**src/rtl/cpu_pkg.sv**
```systemverilog
// Shared definitions for the 8-bit CPU execution controller.
// Holds the opcode map, controller state encoding and instruction field positions.
package cpu_pkg;

  localparam logic [3:0] OP_NOP  = 4'h0;
  localparam logic [3:0] OP_ADD  = 4'h1;
  localparam logic [3:0] OP_SUB  = 4'h2;
  localparam logic [3:0] OP_AND  = 4'h3;
  localparam logic [3:0] OP_OR   = 4'h4;
  localparam logic [3:0] OP_XOR  = 4'h5;
  localparam logic [3:0] OP_LDI  = 4'h6;
  localparam logic [3:0] OP_MOV  = 4'h7;
  localparam logic [3:0] OP_SHL  = 4'h8;
  localparam logic [3:0] OP_SHR  = 4'h9;
  localparam logic [3:0] OP_JMP  = 4'hA;
  localparam logic [3:0] OP_JZ   = 4'hB;
  localparam logic [3:0] OP_OUT  = 4'hC;
  localparam logic [3:0] OP_ADC  = 4'hD;
  localparam logic [3:0] OP_RSV  = 4'hE;
  localparam logic [3:0] OP_HALT = 4'hF;

  typedef enum logic [2:0] {
    ST_IDLE   = 3'd0,
    ST_FETCH  = 3'd1,
    ST_DECODE = 3'd2,
    ST_EXEC   = 3'd3,
    ST_HALT   = 3'd4
  } state_t;

  localparam int OPC_HI = 15;
  localparam int OPC_LO = 12;
  localparam int RD_HI  = 11;
  localparam int RD_LO  = 8;
  localparam int RA_HI  = 7;
  localparam int RA_LO  = 4;
  localparam int RB_HI  = 3;
  localparam int RB_LO  = 0;
  localparam int IMM_HI = 7;
  localparam int IMM_LO = 0;

  // Opcodes 1..9 write rd; ADC is added by the controller when carry is built in.
  function automatic logic op_writes(input logic [3:0] op);
    return (op >= OP_ADD) && (op <= OP_SHR);
  endfunction

  function automatic logic op_sets_zero(input logic [3:0] op);
    return ((op >= OP_ADD) && (op <= OP_XOR)) || (op == OP_SHL) || (op == OP_SHR);
  endfunction

endpackage

```
**src/rtl/exec_alu.sv**
```systemverilog
// Combinational ALU for the execution controller.
// Bit 8 of the internal result carries carry-out / borrow / shifted-out bit.
module exec_alu
  import cpu_pkg::*;
(
  input  logic [3:0] op,
  input  logic [7:0] a,
  input  logic [7:0] b,
  input  logic       ci,
  output logic [7:0] result,
  output logic       zero,
  output logic       co
);

  logic [8:0] wide;

  always_comb begin
    wide = '0;
    case (op)
      OP_ADD:  wide = {1'b0, a} + {1'b0, b};
      OP_SUB:  wide = {1'b0, a} - {1'b0, b};
      OP_AND:  wide = {1'b0, a & b};
      OP_OR:   wide = {1'b0, a | b};
      OP_XOR:  wide = {1'b0, a ^ b};
      OP_LDI:  wide = {1'b0, b};
      OP_MOV:  wide = {1'b0, a};
      OP_SHL:  wide = {a[7], a[6:0], 1'b0};
      OP_SHR:  wide = {a[0], 1'b0, a[7:1]};
      OP_ADC:  wide = {1'b0, a} + {1'b0, b} + {8'b0, ci};
      default: wide = '0;
    endcase
  end

  assign result = wide[7:0];
  assign zero   = (wide[7:0] == 8'd0);
  assign co     = wide[8];

endmodule

```
**src/rtl/exec_ctrl.sv**
```systemverilog
// Three-cycle fetch/decode/execute controller for the 8-bit CPU.
// Optional carry flag and ADC opcode are built in when EXEC_CTRL_CARRY_EN is defined.
module exec_ctrl
  import cpu_pkg::*;
#(
  parameter int PC_W = 8
) (
  input  logic            clk,
  input  logic            rst_n,
  input  logic            run,
  output logic [PC_W-1:0] pc,
  input  logic [15:0]     instr,
  output logic [3:0]      src0,
  output logic [3:0]      src1,
  input  logic [7:0]      data0,
  input  logic [7:0]      data1,
  output logic            we,
  output logic [3:0]      dst,
  output logic [7:0]      data,
  output logic [7:0]      out_data,
  output logic            out_valid,
  output logic            halted
);

  // state     | meaning
  // ST_IDLE   | waiting for run
  // ST_FETCH  | pc on the ROM bus
  // ST_DECODE | ROM data valid, latched into ir
  // ST_EXEC   | selects/write port driven from ir, pc advances
  // ST_HALT   | terminal until reset

  state_t          state, state_nxt;
  logic [15:0]     ir;
  logic [3:0]      op, rd, ra, rb;
  logic [7:0]      imm, alu_b, alu_res;
  logic            alu_zero, alu_co, c_in;
  logic            writes, flag_upd, z, z_nxt;
  logic [PC_W-1:0] pc_nxt;

  assign op  = ir[OPC_HI:OPC_LO];
  assign rd  = ir[RD_HI:RD_LO];
  assign ra  = ir[RA_HI:RA_LO];
  assign rb  = ir[RB_HI:RB_LO];
  assign imm = ir[IMM_HI:IMM_LO];

  assign alu_b = (op == OP_LDI) ? imm : data1;

  exec_alu u_alu (
    .op     (op),
    .a      (data0),
    .b      (alu_b),
    .ci     (c_in),
    .result (alu_res),
    .zero   (alu_zero),
    .co     (alu_co)
  );

`ifdef EXEC_CTRL_CARRY_EN
  logic c;
  logic carry_upd;

  assign c_in      = c;
  assign writes    = op_writes(op) || (op == OP_ADC);
  assign flag_upd  = op_sets_zero(op) || (op == OP_ADC);
  assign carry_upd = (op == OP_ADD) || (op == OP_SUB) || (op == OP_SHL) ||
                     (op == OP_SHR) || (op == OP_ADC);

  always_ff @(posedge clk) begin
    if (!rst_n) c <= 1'b0;
    else if ((state == ST_EXEC) && carry_upd) c <= alu_co;
  end
`else
  logic unused_co;

  assign c_in      = 1'b0;
  assign writes    = op_writes(op);
  assign flag_upd  = op_sets_zero(op);
  assign unused_co = alu_co;
`endif

  always_ff @(posedge clk) begin
    if (!rst_n) state <= ST_IDLE;
    else        state <= state_nxt;
  end

  always_comb begin
    state_nxt = state;
    case (state)
      ST_IDLE:   if (run) state_nxt = ST_FETCH;
      ST_FETCH:  state_nxt = ST_DECODE;
      ST_DECODE: state_nxt = ST_EXEC;
      ST_EXEC:   state_nxt = (op == OP_HALT) ? ST_HALT : ST_FETCH;
      ST_HALT:   state_nxt = ST_HALT;
      default:   state_nxt = ST_IDLE;
    endcase
  end

  // rst_n gates we so an aborted instruction cannot write on the reset edge.
  always_comb begin
    src0   = (op == OP_JZ) ? rd : ra;
    src1   = rb;
    dst    = rd;
    data   = alu_res;
    we     = (state == ST_EXEC) && writes && rst_n;
    halted = (state == ST_HALT);
  end

  always_comb begin
    pc_nxt = pc + PC_W'(1);
    if ((op == OP_JMP) || ((op == OP_JZ) && (data0 == 8'd0))) pc_nxt = PC_W'(imm);
  end

  assign z_nxt = ((state == ST_EXEC) && flag_upd) ? alu_zero : z;

  always_ff @(posedge clk) begin
    if (!rst_n) begin
      pc        <= '0;
      ir        <= '0;
      z         <= 1'b0;
      out_data  <= 8'd0;
      out_valid <= 1'b0;
    end else begin
      out_valid <= 1'b0;
      z         <= z_nxt;
      if (state == ST_DECODE) ir <= instr;
      if (state == ST_EXEC) begin
        pc <= pc_nxt;
        if (op == OP_OUT) begin
          out_data  <= data0;
          out_valid <= 1'b1;
        end
      end
    end
  end

endmodule
```
**config.mk**
```make
export PLATFORM = sky130hd
export DESIGN_NAME = exec_ctrl
export DESIGN_NICKNAME = d
export VERILOG_FILES = /design/src/rtl/cpu_pkg.sv /design/src/rtl/exec_alu.sv /design/src/rtl/exec_ctrl.sv
export SDC_FILE = /design/constraint.sdc
export NUM_CORES = 1
export LEC_CHECK = 0
export ABC_AREA = 1
export BUFFER_PORTS_ARGS = -buffer_cell sky130_fd_sc_hd__buf_4
export CAP_MARGIN = 20
export CORE_MARGIN = 2
export CORE_UTILIZATION = 50
export CTS_BUF_LIST = sky130_fd_sc_hd__clkbuf_2
export CTS_CLUSTER_DIAMETER = 100
export DETAILED_ROUTE_END_ITERATION = 7
export PLACE_DENSITY = 0.82
export SYNTH_ARGS = -nofsm -noshare
export SYNTH_HDL_FRONTEND = slang
export SYNTH_SLANG_ARGS = --single-unit
export TNS_END_PERCENT = 1
```
**constraint.sdc**
```tcl
create_clock -name clk -period 7.45 [get_ports clk]
set_clock_uncertainty 0.05 [all_clocks]
set_input_delay 0.745 -clock clk [delete_from_list [all_inputs] [get_ports clk]]
set_output_delay 0.745 -clock clk [all_outputs]
set_load 0.01 [all_outputs]
```
==> metrics.yaml <==
yosys:
  synth_compound_area_frac: 0.237
  synth-seq-cells: 36
  syn_area_per_cell_um2: 6.87
  netlist_area_um2: 2890
  synth.area.top_cells: "dfxtp_1 25%, ha_1 10%, inv_1 8.1%"
  synth_ff_type: "dfxtp_1"
  synth_top_area_frac: 0.250
  synth_edf_count: 0
  ys_seq_area_frac: 0.250
  synthSimpleGateAreaFrac: 0.246
  synth_cell_types: 37
  yosysTopAreaCell: "dfxtp_1"
  ys_warn_count: 0
  syn_inst: 420
  synth-adder-area-share: 0.107
  synth_top_family_by_area: "simple AND/OR/NAND/NOR gates"
  syn_nets: 479
  synth-xor-area-share: 0.0334
  synth.area.mux_share: 0
  async_flop_share: 0
clocking:
  clockBufferDepth: 2
  postCtsSetupBuffers: 0
  postCtsHoldBufs: 0
  clk_pin_slew_ns: 0.19
  cts_num_sinks: 36
  clk_latency_ns: 0.39
  cts_resized: 0
  numCtsBuffers: 5
  cts-root-buf: "clkbuf_2"
  cts_tree: "done"
  h-tree-depth: 2
cells_and_area:
  area_growth_syn_to_layout_pct: 20.7
  final_cell_mix: "73 x buf_4, 62 x inv_1, 61 x nand2_1"
  final_common_cell: "buf_4"
  diodes: 0
  final_layout_size_suffix_gt1_frac: 0.250
  final_cell_area_um2: 3480
  num-fill-cells: 512
  finalNetCount: 542
setup_path:
  crit_start: "ir[15]"
  r2r_slack_ns: 5.49
  crit_path_end: "data[7]"
  worst_ep_arrival_time_ns: 3.44
  r2r_end: "ir[14]"
  path_class: "reg2out"
  r2r_cells: 4
  crit_path_end_kind: "output port"
  required_ns: 6.65
  cp_max_fo: 8
  reg2reg_from: "state[2]"
  start_kind: "flip-flop"
sta:
  timing.hold.ws_ns: 0.430
  max_freq_ghz: 0.236
  maxSlewHeadroom: 0.318
  layout_min_cycle_time_ns: 4.24
  period_share: 0.569
  rsz0062_at_grt: "no"
  drv_slew: 0
  setup_violations: 0
  tns_ns: 0
  worst_slew_pin_slew_ns: 1.02
  hold_viol_final: 0
placed_design:
  io_buffers: 73
  gp_congestion: 1.02
  place_area_um2: 3420
  dp.final_hpwl_um: 6230
power:
  p_int_mw: 0.349
  clkPwrFrac: 0.225
  comb_power_share: 0.379
  ir_worst_vdd_v: 0.000110
  seqPwrFrac: 0.396
  p_total_mw: 0.552
  p_sw_mw: 0.203
  swShare: 0.367
  powerDensity_nw_per_um2: 158
  power_leakage_nw: 1.69
status:
  status: "complete, no violations"
drt:
  dr_total_vias: 3004
  drc_errors: 0
  drt_pre_antenna_iters: 5
  totalWireLength_um: 7880
  drt-initial-drc-count: 177
  viasPerCell: 5.40
  antenna_left: 0
  wl_per_cell_um: 14.2
floorplanning:
  rows: 27
  fp.dieH_um: 80.0
  die_w_um: 80.0
  io_pins: 74
  start_util: 0.521
  die-area_um2: 6390
  core_area_um2: 5540
run:
  maxCapViolCount: 0
global_route:
  grt_max_degree: 33
  grt_pass1_wl_um: 12800
  grt_pass1_vias: 2755
  gr-total-overflow: 0
  antenna_found_initial: 0
  groute.usage.overall: 0.253
worst_hold_path:
  hold_start: "ir[11]"
  hold_class: "reg2reg"
[flip-flops by register name (all words and copies together), names as in the netlist]
name / count
pc: 8
state: 3
out_valid: 1
ir: 16
out_data: 8
[per-layer routing]
layer / global-route usage / routed length, um / vias up
li1: - / - / 1516
met1: 0.338 / 3530 / 1355
met2: 0.423 / 3680 / 124
met3: 0.0351 / 546 / 9
met4: 0.0763 / 120 / 0
met5: 0 / 0 / -
[stage by stage]
stage | utilization | cells | setup WS, ns
finish | 0.629 | 556 | 3.21
global route | 0.629 | 556 | 2.80
CTS | 0.629 | 556 | 3.21
detailed placement | 0.617 | 548 | 3.64
global placement | 0.617 | 548 | 3.74
floorplan | - | 420 | 4.02
[kinds of logic (layout without fill, tap and decap cells)]
| logic type | count (synthesis) | after routing |
|---|---|---|
| buffers and inverters | 86 | 150 |
| AND/OR/NAND/NOR | 143 | 143 |
| flip-flops | 36 | 36 |
| XOR/XNOR | 11 | 11 |
| adder cells (fa/ha/maj) | 24 | 24 |
| AO/OA/AOI/OAI | 120 | 120 |
[Yosys cell counts (all sizes together) (2+ instances only)]
cell and count:
nand2 77, inv 69, o21ai 49, a21oi 47, dfxtp 36, nor2 35, ha 23, nand3 21
buf 10, clkbuf 7, o22ai 7, xor2 6, xnor2 5, a221oi 4, nand4 4, a211oi 3
nor3 3, o2111ai 2, o211ai 2, o221ai 2, or2 2
[worst max-delay path, cell delays in order (launching register included)]
cell     delay, ns
dfxtp_1       0.56
nor2_4        0.10
nand2_4       0.14
nor2_1        0.09
a21oi_2       0.20
ha_1          0.23
inv_1         0.05
nor2_1        0.16
nand3_1       0.10
nand2_1       0.08
xor2_1        0.14
inv_1         0.06
ha_1          0.31
a21oi_1       0.15
o21ai_0       0.09
a31o_2        0.23
inv_1         0.06
nand2_1       0.05
nand3_1       0.06
nand2_1       0.06
buf_4         0.14
[worst min-delay path by stage]
stage	cells after the start	to	slack [ns]
finish	2	ir[11]	0.43
global route	2	ir[8]	0.46
CTS	2	ir[11]	0.44
detailed placement	2	ir[9]	0.41
global placement	2	ir[11]	0.40
floorplan	2	ir[10]	0.39
[power by group through the flow]
stage,Clock [mW],Sequential (mW),Combinational (mW)
CTS,0.125,0.218,0.208
floorplan,0,0.219,0.140
finish,0.124,0.219,0.209
global route,0.134,0.220,0.232
detailed placement,0,0.222,0.207
global placement,0,0.222,0.201
[final cells by class]
type | count | area [um^2] | area share
clock buffers | 6 | 30.0 | 0.00862
clock inverters | 2 | 35.0 | 0.0101
inverters | 69 | 262 | 0.0751
multi-input cells | 298 | 1800 | 0.516
flip-flops and latches | 36 | 721 | 0.207
well taps | 72 | 90.1 | 0.0259
repair buffers | 73 | 548 | 0.157
No activity file was read; power rests on OpenSTA's default activity.
